--- config.mk ---
export PLATFORM = sky130hd
export DESIGN_NAME = busy_timer_flat
export DESIGN_NICKNAME = d
export VERILOG_FILES = /design/src/rtl/busy_timer_if.sv /design/src/rtl/busy_timer.sv /design/src/flat_wrapper.sv
export SDC_FILE = /design/constraint.sdc
export NUM_CORES = 1
export LEC_CHECK = 0
export ABC_AREA = 1
export BUFFER_PORTS_ARGS = -buffer_cell sky130_fd_sc_hd__buf_2
export CAP_MARGIN = 20
export CORE_MARGIN = 3
export CORE_UTILIZATION = 45
export DETAILED_ROUTE_END_ITERATION = 16
export GPL_ROUTABILITY_DRIVEN = 0
export PLACE_DENSITY = 0.79
export SLEW_MARGIN = 20
export SYNTH_ARGS = -nofsm -noshare
export SYNTH_HDL_FRONTEND = slang
export SYNTH_SLANG_ARGS = --single-unit
--- constraint.sdc ---
create_clock -name i_clk -period 1.8 [get_ports i_clk]
set_clock_uncertainty 0.15 [all_clocks]
set_input_delay 0.27 -clock i_clk [delete_from_list [all_inputs] [get_ports i_clk]]
set_output_delay 0.27 -clock i_clk [all_outputs]
set_load 0.01 [all_outputs]
--- src/rtl/busy_timer_if.sv ---
// busy_timer control/status bundle: start/abort/mode/period-load in, busy/done/missed/count out.
// The master side drives requests; the slave side (the timer) returns status.
// WIDTH must match the WIDTH of the busy_timer it connects to.
interface busy_timer_if #(
   parameter int WIDTH = 16
);
   logic             i_start;
   logic             i_abort;
   logic [1:0]       i_mode;
   logic             i_load_valid;
   logic [WIDTH-1:0] i_load_value;
   logic             o_busy;
   logic             o_done;
   logic             o_missed;
   logic [WIDTH-1:0] o_count;

   modport master (
      output i_start, i_abort, i_mode, i_load_valid, i_load_value,
      input  o_busy, o_done, o_missed, o_count
   );

   modport slave (
      input  i_start, i_abort, i_mode, i_load_valid, i_load_value,
      output o_busy, o_done, o_missed, o_count
   );
endinterface

--- src/rtl/busy_timer.sv ---
// Busy/tick timer: one-shot, retrigger or periodic down-counter with a loadable period.
// Latency: a start sampled at edge k shows count P-1 after edge k; expiry pulses done as count reaches 0.
// No backpressure: start is level-sampled; a start ignored while busy is flagged by o_missed.
module busy_timer #(
   parameter int WIDTH          = 16,
   parameter int DEFAULT_PERIOD = 22
) (
   input logic        i_clk,
   input logic        i_reset,
   busy_timer_if.slave bus
);

   typedef enum logic [1:0] {
      MODE_ONESHOT     = 2'b00,
      MODE_RETRIG      = 2'b01,
      MODE_PERIODIC    = 2'b10,
      MODE_ONESHOT_ALT = 2'b11
   } mode_e;

   localparam logic [WIDTH-1:0] ONE = {{(WIDTH-1){1'b0}}, 1'b1};
   localparam logic [WIDTH-1:0] TWO = {{(WIDTH-2){1'b0}}, 2'b10};

   logic [WIDTH-1:0] count_q, count_n;
   logic [WIDTH-1:0] period_q, period_n;
   mode_e            mode_q, mode_n;
   logic             busy_q, done_q, missed_q;
   logic             done_n, missed_n;
   logic [WIDTH-1:0] reload;
   logic             busy_now;

   // Saturating P-1 so a zero period loads 0 rather than wrapping.
   assign reload   = (period_q == '0) ? '0 : period_q - ONE;
   assign busy_now = (count_q != '0);

   // Next-state: abort beats start/reload, which beats the natural decrement.
   always_comb begin
      count_n  = count_q;
      mode_n   = mode_q;
      done_n   = 1'b0;
      missed_n = 1'b0;
      period_n = bus.i_load_valid ? bus.i_load_value : period_q;

      if (bus.i_abort) begin
         count_n = '0;
      end else if (bus.i_start && (!busy_now || mode_q == MODE_RETRIG)) begin
         // Accepted start always uses the period held before any same-cycle load.
         count_n = reload;
         mode_n  = mode_e'(bus.i_mode);
         // A period of 0 or 1 gives no busy cycle, so expiry is immediate.
         done_n  = (reload == '0);
      end else begin
         if (bus.i_start) begin
            missed_n = 1'b1;
         end
         if (busy_now) begin
            if (count_q == ONE) begin
               done_n = 1'b1;
               // Periodic wrap; periods of 2 or less would never leave 1, so stop instead.
               if (mode_q == MODE_PERIODIC && period_q > TWO) begin
                  count_n = reload;
               end else begin
                  count_n = '0;
               end
            end else begin
               count_n = count_q - ONE;
            end
         end
      end
   end

   // State and registered status outputs.
   always_ff @(posedge i_clk or posedge i_reset) begin
      if (i_reset) begin
         count_q  <= '0;
         period_q <= WIDTH'(DEFAULT_PERIOD);
         mode_q   <= MODE_ONESHOT;
         busy_q   <= 1'b0;
         done_q   <= 1'b0;
         missed_q <= 1'b0;
      end else begin
         count_q  <= count_n;
         period_q <= period_n;
         mode_q   <= mode_n;
         busy_q   <= (count_n != '0);
         done_q   <= done_n;
         missed_q <= missed_n;
      end
   end

   assign bus.o_count  = count_q;
   assign bus.o_busy   = busy_q;
   assign bus.o_done   = done_q;
   assign bus.o_missed = missed_q;

endmodule

--- src/flat_wrapper.sv ---
// flat-port wrapper written by rule: the top's interface ports become plain ports
module busy_timer_flat 
#(
   parameter int WIDTH          = 16,
   parameter int DEFAULT_PERIOD = 22
)
  (i_clk, i_reset, bus_i_start, bus_i_abort, bus_i_mode, bus_i_load_valid, bus_i_load_value, bus_o_busy, bus_o_done, bus_o_missed, bus_o_count);
  busy_timer_if #(.WIDTH(WIDTH)) bus_i ();
  input logic i_clk;
  input logic i_reset;
  input wire logic [$bits(bus_i.i_start)-1:0] bus_i_start;
  input wire logic [$bits(bus_i.i_abort)-1:0] bus_i_abort;
  input wire logic [$bits(bus_i.i_mode)-1:0] bus_i_mode;
  input wire logic [$bits(bus_i.i_load_valid)-1:0] bus_i_load_valid;
  input wire logic [$bits(bus_i.i_load_value)-1:0] bus_i_load_value;
  output wire logic [$bits(bus_i.o_busy)-1:0] bus_o_busy;
  output wire logic [$bits(bus_i.o_done)-1:0] bus_o_done;
  output wire logic [$bits(bus_i.o_missed)-1:0] bus_o_missed;
  output wire logic [$bits(bus_i.o_count)-1:0] bus_o_count;
  assign bus_i.i_start = bus_i_start;
  assign bus_i.i_abort = bus_i_abort;
  assign bus_i.i_mode = bus_i_mode;
  assign bus_i.i_load_valid = bus_i_load_valid;
  assign bus_i.i_load_value = bus_i_load_value;
  assign bus_o_busy = bus_i.o_busy;
  assign bus_o_done = bus_i.o_done;
  assign bus_o_missed = bus_i.o_missed;
  assign bus_o_count = bus_i.o_count;
  busy_timer #(.WIDTH(WIDTH), .DEFAULT_PERIOD(DEFAULT_PERIOD)) u_core (.i_clk(i_clk), .i_reset(i_reset), .bus(bus_i));
endmodule
======== After elaboration in Yosys (flattened, before gate mapping) ========
Index checks and enable logic that the tools add are counted.
word-level totals
  flip-flop bits (word level) ............. 37
  input bits .............................. 23
  word-level logic and storage cells ...... 35
operators by class
  add/subtract/negate cells ............... 2
  order comparisons ....................... 1
  equal/unequal tests ..................... 3
  multiplexer cells ....................... 13
  bitwise logic cells ..................... 1
  reduce and logical (&&, ||, !) cells .... 9
operator list
  operator                                               count
  two-way mux 16 bit                                     6
  zero test 16 bit                                       2
  nonzero test 16 bit                                    2
  subtractor 16 x 1 -> 16 bit (second input constant)    2
  equality test 16 x 1 -> 1 bit (second input constant)  1
  > comparator 16 x 2 -> 1 bit (second input constant)   1
  two-way mux 1 bit                                      7
  equality test 2 x 1 -> 1 bit (second input constant)   1
  equality test 2 bit (second input constant)            1
  logical AND 1 bit                                      2
  AND reduction 2 bit                                    1
  zero test 1 bit                                        1
  logical OR 1 bit                                       1
  inverter 1 bit                                         1

======== Logic depth before layout (Yosys ltp) ========
Gate-level depths: netlist of run 1.
  depth in word-level cells ............... 8
  gate-level depth with buffers ........... 18
  gate-level depth less buffers ........... 17

======== Worst setup path before layout of run 1 ========
No wires, ideal clock.
  kind .................................... register to register
  from .................................... register u_core.count_q[0] (netlist: u_core.bus.o_count[0])
  to ...................................... register u_core.busy_q (netlist: u_core.bus.o_busy)
  setup time .............................. 0.130 ns
  arrival time ............................ 1.777 ns
  required time ........................... 1.520 ns
  slack ................................... -0.257 ns
  stages on the path, launching flop included .. 15
  path buffers ............................ 1
  cells stage by stage .................... dfrtp_1 -> inv_1 -> ha_1 -> nand2_1 -> nor2_2 -> nand2_4 -> nand2_4 -> nand2_4 -> buf_6 -> o21ai_1 -> inv_1 -> nand2_1 -> nand2_1 -> nor2_1 -> nand4_1
on the way
  word-level cells in the longest chain between the ends .. 7
  elaborated cells between the ends (all ways) .. 11
  classes of those cells .................. add/sub: 1; eq/ne: 1; mux: 4; reduce/logical: 5
ends and longest elaborated chain
  item                                                                                 RTL line          RTL
  start, declared                                                                      busy_timer.sv:23  logic [WIDTH-1:0] count_q, count_n;
  start signal, assigned                                                               busy_timer.sv:81  count_q <= count_n;
  parallel branches: the longest is 4 deep, another holds subtractor 16 x 1 -> 16 bit  n/a
  two-way mux 16 bit *                                                                 busy_timer.sv:45  end else if (bus.i_start && (!busy_now || mode_q == MODE_RETRIG)) begin
  two-way mux 16 bit *                                                                 busy_timer.sv:43  if (bus.i_abort) begin
  nonzero test 16 bit *                                                                busy_timer.sv:84  busy_q <= (count_n != '0);
  end signal, assigned                                                                 busy_timer.sv:84
  end, declared                                                                        busy_timer.sv:26  logic busy_q, done_q, missed_q;
Every way passes the cells marked *.
A chain may end at the register's enable or synchronous reset.

======== Worst setup path after layout of run 1 ========
  from .................................... register u_core.period_q[7]
  to ...................................... register u_core.busy_q (netlist: u_core.bus.o_busy)
on the way
  word-level cells in the longest chain between the ends .. 8
  elaborated cells between the ends (all ways) .. 11
  classes of those cells .................. add/sub: 1; order compare: 1; mux: 6; reduce/logical: 3
ends and longest elaborated chain
  item                                                       RTL line                            RTL
  start, declared                                            busy_timer.sv:24                    logic [WIDTH-1:0] period_q, period_n;
  start signal, assigned                                     busy_timer.sv:75                    period_q <= WIDTH'(DEFAULT_PERIOD);
  start signal, assigned                                     busy_timer.sv:82                    period_q <= period_n;
  subtractor 16 x 1 -> 16 bit, or another cell as far along  busy_timer.sv:32                    assign reload = (period_q == '0) ? '0 : period_q - ONE;
  two-way mux 16 bit or logical AND 1 bit (tied branches)    busy_timer.sv:32, busy_timer.sv:59
  two-way mux 16 bit                                         busy_timer.sv:59                    if (mode_q == MODE_PERIODIC && period_q > TWO) begin
  two-way mux 16 bit                                         busy_timer.sv:56                    if (count_q == ONE) begin
  two-way mux 16 bit                                         busy_timer.sv:55                    if (busy_now) begin
  two-way mux 16 bit *                                       busy_timer.sv:45
  two-way mux 16 bit *                                       busy_timer.sv:43
  nonzero test 16 bit *                                      busy_timer.sv:84
Mark *: on every way between the ends. The rest lies on a longest branch, timed or not.

==> results of run 1 <==
[routing by layer]
layer  wire length (µm)  part of all wire
met2               5970              0.49
met4                828             0.068
met3               1150             0.094
met1               4270              0.35
met5                  0                 0
[critical path: cells and delay by family, from the launching register on]
kind          cells  cell delay (ns)
flops             1             0.43
buf+inv           2             0.22
simple gates     13             1.39
[cells in the final DEF, fill, tap and decap left out, drive strengths merged]
cell           n
nor2          94
dfrtp         34
buf          155
nor4           1
a21oi          8
ha             5
xor2           5
o21bai         1
dlygate4sd3    1
inv           71
nand2        158
o21ai         28
nand3         40
o211ai         1
clkbuf         7
mux2           3
nand4          4
nor3           2
xnor2          1
clkinv         3
a41oi          1
nand3b         1
or2            1
dfstp          3
[registers in the layout, indices dropped and copies added (netlist names)]
name	cells
u_core.period_q	16
u_core.bus.o_count	16
u_core.mode_q	2
u_core.bus.o_done	1
u_core.bus.o_missed	1
u_core.bus.o_busy	1
[worst max-delay path by stage]
stage / start / end / slack, ns
after floorplan: u_core.bus.o_count[7] / u_core.bus.o_busy / -0.13
after global placement: u_core.bus.o_count[0] / u_core.bus.o_busy / -0.41
after detailed placement: u_core.bus.o_count[1] / u_core.bus.o_busy / -0.43
after CTS: u_core.period_q[1] / u_core.bus.o_busy / -0.29
after global routing: u_core.period_q[0] / u_core.bus.o_busy / -0.56
final: u_core.period_q[7] / u_core.bus.o_busy / -0.53
[area by class of cell]
class,count,share of cell area
multi-input combinational,354,0.458
timing repair buffer,156,0.244
sequential,37,0.194
inverter,72,0.0609
clock buffer,7,0.0200
tap,75,0.0195
timing repair inverter,1,0.00182
clock inverter,1,0.00104
[where the power goes]
part	switching [mW]	internal, mW	leakage (nW)
Sequential	0.207	1.05	0.457
Combinational	3.17	2.45	2.11
Clock	0.313	0.346	0.0542
[per-stage QoR]
stage / TNS, ns / area [µm²] / utilization
6_report: -5.55 / 4810 / 0.784
5_1_grt: -6.89 / 4810 / 0.784
4_1_cts: -3.12 / 4320 / 0.704
3_5_place_dp: -3.29 / 3930 / 0.641
3_3_place_gp: -2.74 / 3930 / 0.641
2_1_floorplan: -0.151 / 2990 / -
[kinds of logic (layout without fill, tap and decap cells)]
family / count (synthesis) / in the layout / share of synthesized area
DFF: 37 / 37 / 0.316
xor gates and xnor gates: 6 / 6 / 0.0179
AOI/OAI and AO/OA: 39 / 39 / 0.0694
muxes: 3 / 3 / 0.0115
buffers and inverters: 82 / 237 / 0.117
and+or+nand+nor: 299 / 301 / 0.447
adders and majority gates: 5 / 5 / 0.0213
[repair_timing]
action / in CTS / in global routing
gates cloned: 3 / 2
pin swaps: 23 / 50
hold buffers: 1 / 0
endpoints found under the setup margin: 20 / 20
gates resized for setup: 53 / 122
buffers inserted: 9 / 16
endpoints found under the hold margin: 34 / 0
==> results.tsv, run 1 <==
stage	metric	value	unit
yosys	Synth Flop Type	dfrtp_1	
critical_path	worst reg-to-reg setup slack	-0.53	ns
floorplanning	Starting Density	0.480	
critical_path	CP Cell Sequence	nor2_2 -> nand2_2 -> nor2_4 -> nand2_4 -> clkinv_8 -> buf_12 -> nor2_4 -> nand2_1 -> nand2_1 -> nand2_1 -> nand2_1 -> nand2_2 -> nand2_1 -> nor2_1 -> nand4_1	
min_path	Hold Path Sink	u_core.period_q[6]	
layout	area occupied by multi-input gates	0.00220	mm²
layout	FF/Latch Area	933	µm²
sta	Final setup viols	20	
critical_path	most frequent CP cell	nand2_1	
yosys	Yosys top cell area share	0.289	
critical_path	CP max stage cell	dfrtp_1	
clock_tree	Max H-tree Level	2	
yosys	Yosys reg bits	37	
clock_tree	worst skew pair latency	0.30	ns
layout	Antenna Cells	0	
global_route	grt met1 use	0.327	
yosys	YS warnings	0	
placed_design	placed instance count	670	
route	# DRC	0	
yosys	Post-synth EDFFs	0	
yosys	Avg Inst Size Synth	6.24	µm²
global_route	met3 Use GR	0.0342	
route	Wirelength per Cell	17.4	µm
global_route	gr ovfl total	0	
sta	Worst Slack Setup Final	-0.527	ns
route	Vias/cell	5.63	
global_route	initial antenna violation count	0	
yosys	syn nets	499	
pwr	Pwr Total	7.54	mW
sta	max-slew violations	0	
floorplanning	Chip Height	86.8	µm
route	via count	3955	
layout	Non-Filler Instances	703	
pwr	Max VDD drop	0.00113	V
clock_tree	Clock transition at path regs	0.08	ns
clock_tree	CTS sink count	37	
sta	final hold vios	0	
critical_path	CP endpoint kind	flop	
route	Initial DRC Count	508	
clock_tree	CTS Buf Count	5	
status	failing checks	setup timing	
global_route	gr busiest metal	met2	
clock_tree	clock buffer depth	2	
yosys	Cell Area, Synth	0.00294	mm²
yosys	dominant cell type by area after synthesis	dfrtp_1	
sta	fin crit period	2.33	ns
yosys	top cells by area, synth	dfrtp_1, nand2_1, nor2_1	
min_path	Hold Path Stages	3	
global_route	global-route wire length before repair	15.9	mm
critical_path	Startpoint Class	flop	
route	final wirelength	12.2	mm
route	final antenna-violating net count	0	
sta	Hold WS	0.0214	ns
pwr	Pwr Density	1570	mW/mm²
global_route	gr usage total	0.267	
global_route	vias in the first global route	3443	
global_route	largest net degree at the start of global routing	38	
critical_path	Max stage delay on crit path	0.43	ns
critical_path	worst-path fanout max	6	
yosys	ys async rst share	1.00	
yosys	top-count cell post-synth	nand2_1	
yosys	Yosys cell types	33	
critical_path	WP data required	1.83	ns
sta	RSZ-0062 raised after global routing	yes	
run	max cap viols	0	
yosys	top cells by count, synth	nand2_1, nor2_1, inv_1	
global_route	GR met2 Demand/Resource	0.482	
yosys	Synth Instances	471	
layout	number of fillers in the final layout	385	
floorplanning	Core Area	0.00613	mm²
pwr	leakage power	2.62	nW
sta	Rel. slew slack	0.686	
layout	nets	655	
layout	share of layout cells above drive strength 1	0.511	
critical_path	FF-to-FF End	u_core.bus.o_busy	
critical_path	R2R depth	15	
critical_path	worst reg2reg startpoint	u_core.period_q[7]	
min_path	Min-Delay Path Class	in2reg	
sta	Final period util	1.29	
floorplanning	I/O Pins	42	
clock_tree	root buffer cell	clkbuf_8	
yosys	Seq/Total Area, Yosys	0.316	
placed_design	DP HPWL	6.75	mm
sta	Worst Tran Pin Value	0.472	ns
placed_design	Post-Place Setup Slack	-0.430	ns
critical_path	WS Path Type	reg2reg	
status	outcome	complete, but fails checks	
placed_design	port bufs	41	
min_path	Hold Startpoint	bus_i_load_value[6]	
sta	FMAX	430	MHz
critical_path	Critical Path AT	2.35	ns
clock_tree	CTS tree	built	
floorplanning	die span in x	86.8	µm
floorplanning	row count	28	
layout	Area Overhead vs Synth	63.5	%
route	DRT Pass-1 Iters	5	
floorplanning	die area	0.00754	mm²
No activity file was read; power rests on OpenSTA's default activity.
==> run 2, diff against run 1 <==
--- a/config.mk
+++ b/config.mk
@@ -8,7 +8,8 @@
 export ABC_AREA = 1
 export BUFFER_PORTS_ARGS = -buffer_cell sky130_fd_sc_hd__buf_2
 export CAP_MARGIN = 20
-export CORE_MARGIN = 3
+export CORE_ASPECT_RATIO = 2
+export CORE_MARGIN = 4
 export CORE_UTILIZATION = 45
 export DETAILED_ROUTE_END_ITERATION = 16
 export GPL_ROUTABILITY_DRIVEN = 0
==> run 2 against run 1 <==
  * The flow still finishes with violations (setup timing)
  * Combinational power increased by 5.0%
  * Sequential power about the same
  * Register-to-register slack got worse by 0.26 ns
  * Hold slack improved by 0.018 ns
  * Cell count increased by 4.6%
  * Critical path depth unchanged
  * Clock power increased by 33%
  * First-iteration DRC count increased by 3.1%
  * Via count increased by 8.1%
  * Highest routed layer unchanged
==> results.tsv, run 2 (synthesis results as in run 1) <==
stage	metric	value	unit
critical_path	CP endpoint kind	flop	
clock_tree	Clock transition at path regs	0.06	ns
clock_tree	CTS Buf Count	5	
clock_tree	clock buffer depth	2	
critical_path	most frequent CP cell	nand2_1	
route	Initial DRC Count	524	
clock_tree	worst skew pair latency	0.30	ns
sta	RSZ-0062 raised after global routing	yes	
global_route	vias in the first global route	4065	
critical_path	worst-path fanout max	5	
pwr	Pwr Density	1590	mW/mm²
floorplanning	Core Area	0.00631	mm²
clock_tree	CTS tree	built	
global_route	met3 Use GR	0.0668	
critical_path	Critical Path AT	2.58	ns
global_route	initial antenna violation count	0	
critical_path	WS Path Type	reg2reg	
global_route	gr usage total	0.320	
route	via count	4277	
global_route	grt met1 use	0.277	
floorplanning	die span in x	65.2	µm
clock_tree	CTS sink count	37	
global_route	gr ovfl total	0	
pwr	Pwr Total	8.02	mW
layout	commonest non-fill, non-tap cell in the layout	buf_4	
clock_tree	root buffer cell	clkbuf_16	
placed_design	DP HPWL	7.43	mm
sta	Final period util	1.44	
clock_tree	Max H-tree Level	2	
floorplanning	die area	0.00797	mm²
layout	share of layout cells above drive strength 1	0.541	
min_path	Min-Delay Path Class	in2reg	
critical_path	CP top delay family	simple AND/OR/NAND/NOR gates	
pwr	Max VDD drop	0.00103	V
critical_path	Max stage delay on crit path	0.61	ns
critical_path	CP Cell Sequence	ha_4 -> inv_2 -> nand2_1 -> nand2_1 -> nor2_1 -> nand2_1 -> nand2_2 -> nor2_4 -> buf_6 -> nand2_1 -> nand2_1 -> a21oi_2 -> nand2_1 -> nor2_1 -> nand4_1	
sta	final hold vios	0	
route	# DRC	0	
layout	most frequent cells in the layout	buf_4, nand2_1, inv_1	
sta	fin crit period	2.58	ns
layout	Antenna Cells	0	
sta	FMAX	387	MHz
route	Vias/cell	5.82	
route	final wirelength	14.9	mm
route	DRT Pass-1 Iters	8	
status	outcome	complete, but fails checks	
route	final antenna-violating net count	0	
floorplanning	Chip Height	122	µm
status	failing checks	setup timing	
sta	Hold WS	0.0391	ns
sta	max-slew violations	0	
global_route	GR met2 Demand/Resource	0.577	
critical_path	Startpoint Class	flop	
pwr	leakage power	2.70	nW
placed_design	port bufs	41	
floorplanning	Starting Density	0.466	
critical_path	WP data required	1.80	ns
critical_path	CP max stage cell	dfstp_2	
run	max cap viols	0	
layout	Area Overhead vs Synth	72.0	%
sta	Worst Slack Setup Final	-0.784	ns
global_route	largest net degree at the start of global routing	38	
floorplanning	I/O Pins	42	
route	Wirelength per Cell	20.3	µm
sta	Worst Tran Pin Value	0.532	ns
global_route	gr busiest metal	met2	
critical_path	Critical path buffers and inverters	2	
placed_design	placed instance count	684	
global_route	global-route wire length before repair	18.9	mm
floorplanning	row count	41	
sta	Rel. slew slack	0.643	
layout	nets	676	
sta	Final setup viols	20	
layout	Non-Filler Instances	735	
run 2: changes by cell type in the layout (fill, tap and decap cells not counted), moves of 5 or more:
cell | previous run | this run
buf_4 | 91 | 107
clkbuf_16 | 0 | 5
nand2_2 | 32 | 42
nand2_1 | 113 | 105
inv_2 | 16 | 21
clkbuf_8 | 7 | 0
run 2: final timing paths:
kind	start	end	slack, ns	depth (start not counted)
setup / recovery	u_core.period_q[1]	u_core.bus.o_busy	-0.78	15
hold / removal	bus_i_load_value[7]	u_core.period_q[7]	0.04	3
setup reg to reg	u_core.period_q[1]	u_core.bus.o_busy	-0.78	15
hold reg to reg	u_core.mode_q[0]	u_core.mode_q[0]	0.40	2
max in group asynchronous	i_reset	u_core.bus.o_count[8]	0.61	4
min in group asynchronous	i_reset	u_core.bus.o_done	0.50	4
run 2: repair_timing:
item	in CTS	in global routing
buffers inserted	21	26
hold buffers	1	0
setup endpoints to repair	20	20
endpoints found under the hold margin	34	0
cloned	2	0
gates resized for setup	90	105
pin swaps	44	58
run 2: power breakdown:
group | leakage, nW | internal (mW) | switching, mW
Clock | 0.0679 | 0.512 | 0.362
Combinational | 2.18 | 2.56 | 3.34
Sequential | 0.459 | 1.06 | 0.190
Total | 2.70 | 4.13 | 3.90
run 2: per-layer routing:
| metal | up-vias | part of all wire |
|---|---|---|
| met5 | - | 0 |
| met4 | 0 | 0.11 |
| met3 | 156 | 0.081 |
| met2 | 355 | 0.51 |
| met1 | 1962 | 0.30 |
| li1 | 1804 | - |
run 2: stage by stage:
stage	TNS, ns	cell area (µm²)	setup WS [ns]	utilization
final	-8.85	5060	-0.784	0.801
after global routing	-10.90	5060	-0.893	0.801
after CTS	-3.36	4530	-0.364	0.719
after detailed placement	-3.52	3970	-0.456	0.629
after global placement	-2.38	3970	-0.349	0.629
after floorplan	-0.151	2990	-0.135	-
run 2: layout make-up:
| class | instances | area, µm² |
|---|---|---|
| Clock buffer | 7 | 133 |
| Clock inverter | 1 | 5.00 |
| Fill cell | 372 | 1250 |
| Inverter | 72 | 280 |
| Multi-Input combinational cell | 353 | 2210 |
| Sequential cell | 37 | 932 |
| Tap cell | 86 | 108 |
| Timing Repair Buffer | 179 | 1390 |
run 2: worst register-to-register path: cells and delay by family, from the launching register on:
family                   cells  cell delay (ns)
AO/OA/AOI/OAI                1             0.18
adder cells (fa/ha/maj)      1             0.16
buffers and inverters        2             0.19
flip-flops                   1             0.61
AND/OR/NAND/NOR             11             1.15
==> run 3, diff against run 2 <==
--- a/config.mk
+++ b/config.mk
@@ -10,10 +10,10 @@
 export CAP_MARGIN = 20
 export CORE_ASPECT_RATIO = 2
 export CORE_MARGIN = 4
-export CORE_UTILIZATION = 45
+export CORE_UTILIZATION = 52
 export DETAILED_ROUTE_END_ITERATION = 16
 export GPL_ROUTABILITY_DRIVEN = 0
-export PLACE_DENSITY = 0.79
+export PLACE_DENSITY = 0.74
 export SLEW_MARGIN = 20
 export SYNTH_ARGS = -nofsm -noshare
 export SYNTH_HDL_FRONTEND = slang
==> run 3 against run 2 <==
  * The run still ends with setup timing left
  * Sequential power about the same
  * Sequential cell count unchanged
  * Routed wire length down 24%
  * Critical path depth unchanged
  * Combinational power down 12%
  * Clock power down 30%
  * Worst setup slack better by 0.31 ns
  * Via count down 11%
  * Cell count down 6.9%
  * Power down 12%
  * Sequential share of layout area up 1.6 points
  * Highest routed layer unchanged
==> results.tsv, run 3 (synthesis results as in run 1) <==
stage	metric	value	unit
layout	commonest non-fill, non-tap cell in the layout	nand2_1	
layout	Final Cell Area	0.00465	mm²
global_route	vias in the first global route	3721	
floorplanning	Starting Density	0.538	
critical_path	Startpoint Class	flop	
status	failing checks	setup timing	
floorplanning	Chip Height	114	µm
critical_path	worst reg-to-reg setup slack	-0.47	ns
critical_path	R2R depth	15	
critical_path	worst reg2reg startpoint	u_core.period_q[1]	
sta	Rel. slew slack	0.670	
clock_tree	CTS Buf Count	5	
floorplanning	die span in x	61.2	µm
sta	max-slew violations	0	
floorplanning	Core Area	0.00547	mm²
global_route	gr usage total	0.304	
critical_path	worst-path fanout max	11	
layout	share of layout cells above drive strength 1	0.486	
layout	Antenna Cells	0	
placed_design	placed instance count	654	
sta	RSZ-0062 raised after global routing	yes	
global_route	largest net degree at the start of global routing	38	
sta	Final period util	1.26	
clock_tree	CTS sink count	37	
layout	number of fillers in the final layout	307	
pwr	Pwr Density	1510	mW/mm²
global_route	global-route wire length before repair	15.8	mm
run	max cap viols	0	
route	DRT Pass-1 Iters	7	
clock_tree	clock buffer depth	2	
layout	most frequent cells in the layout	nand2_1, buf_4, nor2_1	
route	Wirelength per Cell	16.4	µm
route	Initial DRC Count	305	
clock_tree	root buffer cell	clkbuf_8	
route	final wirelength	11.3	mm
floorplanning	die area	0.00699	mm²
pwr	leakage power	2.55	nW
floorplanning	row count	38	
critical_path	CP startpoint	u_core.period_q[1]	
critical_path	Critical Path End	u_core.bus.o_busy	
critical_path	FF-to-FF End	u_core.bus.o_busy	
global_route	initial antenna violation count	0	
route	# DRC	0	
pwr	Max VDD drop	0.00127	V
critical_path	WS Path Type	reg2reg	
layout	nets	651	
sta	Final setup viols	19	
critical_path	CP endpoint kind	flop	
placed_design	port bufs	41	
clock_tree	Clock transition at path regs	0.07	ns
route	Vias/cell	5.58	
placed_design	Post-DP Area	0.00390	mm²
critical_path	Critical Path AT	2.36	ns
min_path	Hold Startpoint	bus_i_mode[0]	
sta	final hold vios	0	
status	outcome	complete, but fails checks	
route	final antenna-violating net count	0	
min_path	Hold Path Stages	3	
sta	FMAX	440	MHz
layout	Area Overhead vs Synth	58.1	%
placed_design	DP HPWL	7.04	mm
sta	Worst Slack Setup Final	-0.475	ns
clock_tree	CTS tree	built	
clock_tree	worst skew pair latency	0.30	ns
sta	Worst Tran Pin Value	0.494	ns
min_path	Min-Delay Path Class	in2reg	
sta	fin crit period	2.27	ns
global_route	gr ovfl total	0	
floorplanning	I/O Pins	42	
route	via count	3817	
clock_tree	Max H-tree Level	2	
critical_path	WP data required	1.89	ns
layout	Non-Filler Instances	684	
==> run 3: changes by cell type in the layout (fill, tap and decap cells not counted), sizes merged <==
cell | before | now
buf | 178 | 153
clkbuf | 7 | 8
clkinv | 3 | 1
inv | 70 | 71
==> run 3: worst min path at each step <==
stage,to,slack (ns)
global placement,u_core.bus.o_count[12],0.24
CTS,u_core.period_q[6],0.02
finish,u_core.mode_q[0],0.02
global route,u_core.mode_q[1],0.03
floorplan,u_core.period_q[1],0.24
detailed placement,u_core.period_q[11],0.25
==> run 3: power by group <==
group | internal (mW) | leakage [nW] | switching, mW
clock | 0.312 | 0.0455 | 0.299
combinational | 2.31 | 2.04 | 2.86
sequential | 1.05 | 0.459 | 0.187
==> run 3: metal layers <==
layer	track usage	wire length (µm)
met5	0	0
met4	0.262	1050
met3	0.0609	571
met2	0.555	6060
met1	0.250	3570
==> run 3: metrics by stage <==
| step | hold WS (ns) | setup TNS (ns) | power [mW] | setup WS [ns] | util |
|---|---|---|---|---|---|
| 2_1_floorplan | 0.235 | -0.151 | 3.55 | -0.135 | - |
| 3_3_place_gp | 0.240 | -3.61 | 5.12 | -0.469 | 0.714 |
| 3_5_place_dp | 0.253 | -3.86 | 5.23 | -0.474 | 0.714 |
| 4_1_cts | 0.0185 | -3.13 | 6.25 | -0.332 | 0.787 |
| 5_1_grt | 0.0340 | -6.59 | 7.50 | -0.649 | 0.850 |
| 6_report | 0.0174 | -4.71 | 7.03 | -0.475 | 0.850 |
==> run 3: what timing repair did <==
action / CTS / global route
gates resized for setup: 62 / 85
cloned: 2 / 0
endpoints found under the setup margin: 20 / 20
pin swaps: 34 / 41
hold buffers: 1 / 0
hold endpoints to repair: 34 / 0
setup buffers: 11 / 9
==> run 3: area by class of cell <==
cell class	instances	area, µm²	area share
clock buffers	8	90.1	0.0194
inverters	72	278	0.0598
flip-flops and latches	37	932	0.201
multi-input cells	353	2110	0.454
well taps	60	75.1	0.0162
repair buffers	154	1160	0.250
==> run 3: worst max-delay path, stage by stage, from the launching register on <==
cell and delay [ns]:
dfstp_2 0.56, buf_6 0.11, inv_4 0.04, ha_4 0.15, nand2_4 0.09, nor2_4 0.06
nand2_2 0.09, inv_4 0.08, or2_2 0.31, nand2_1 0.08, nand2_1 0.08, inv_1 0.09
nand2_1 0.09, nand2_1 0.09, nor2_1 0.05, nand4_1 0.07
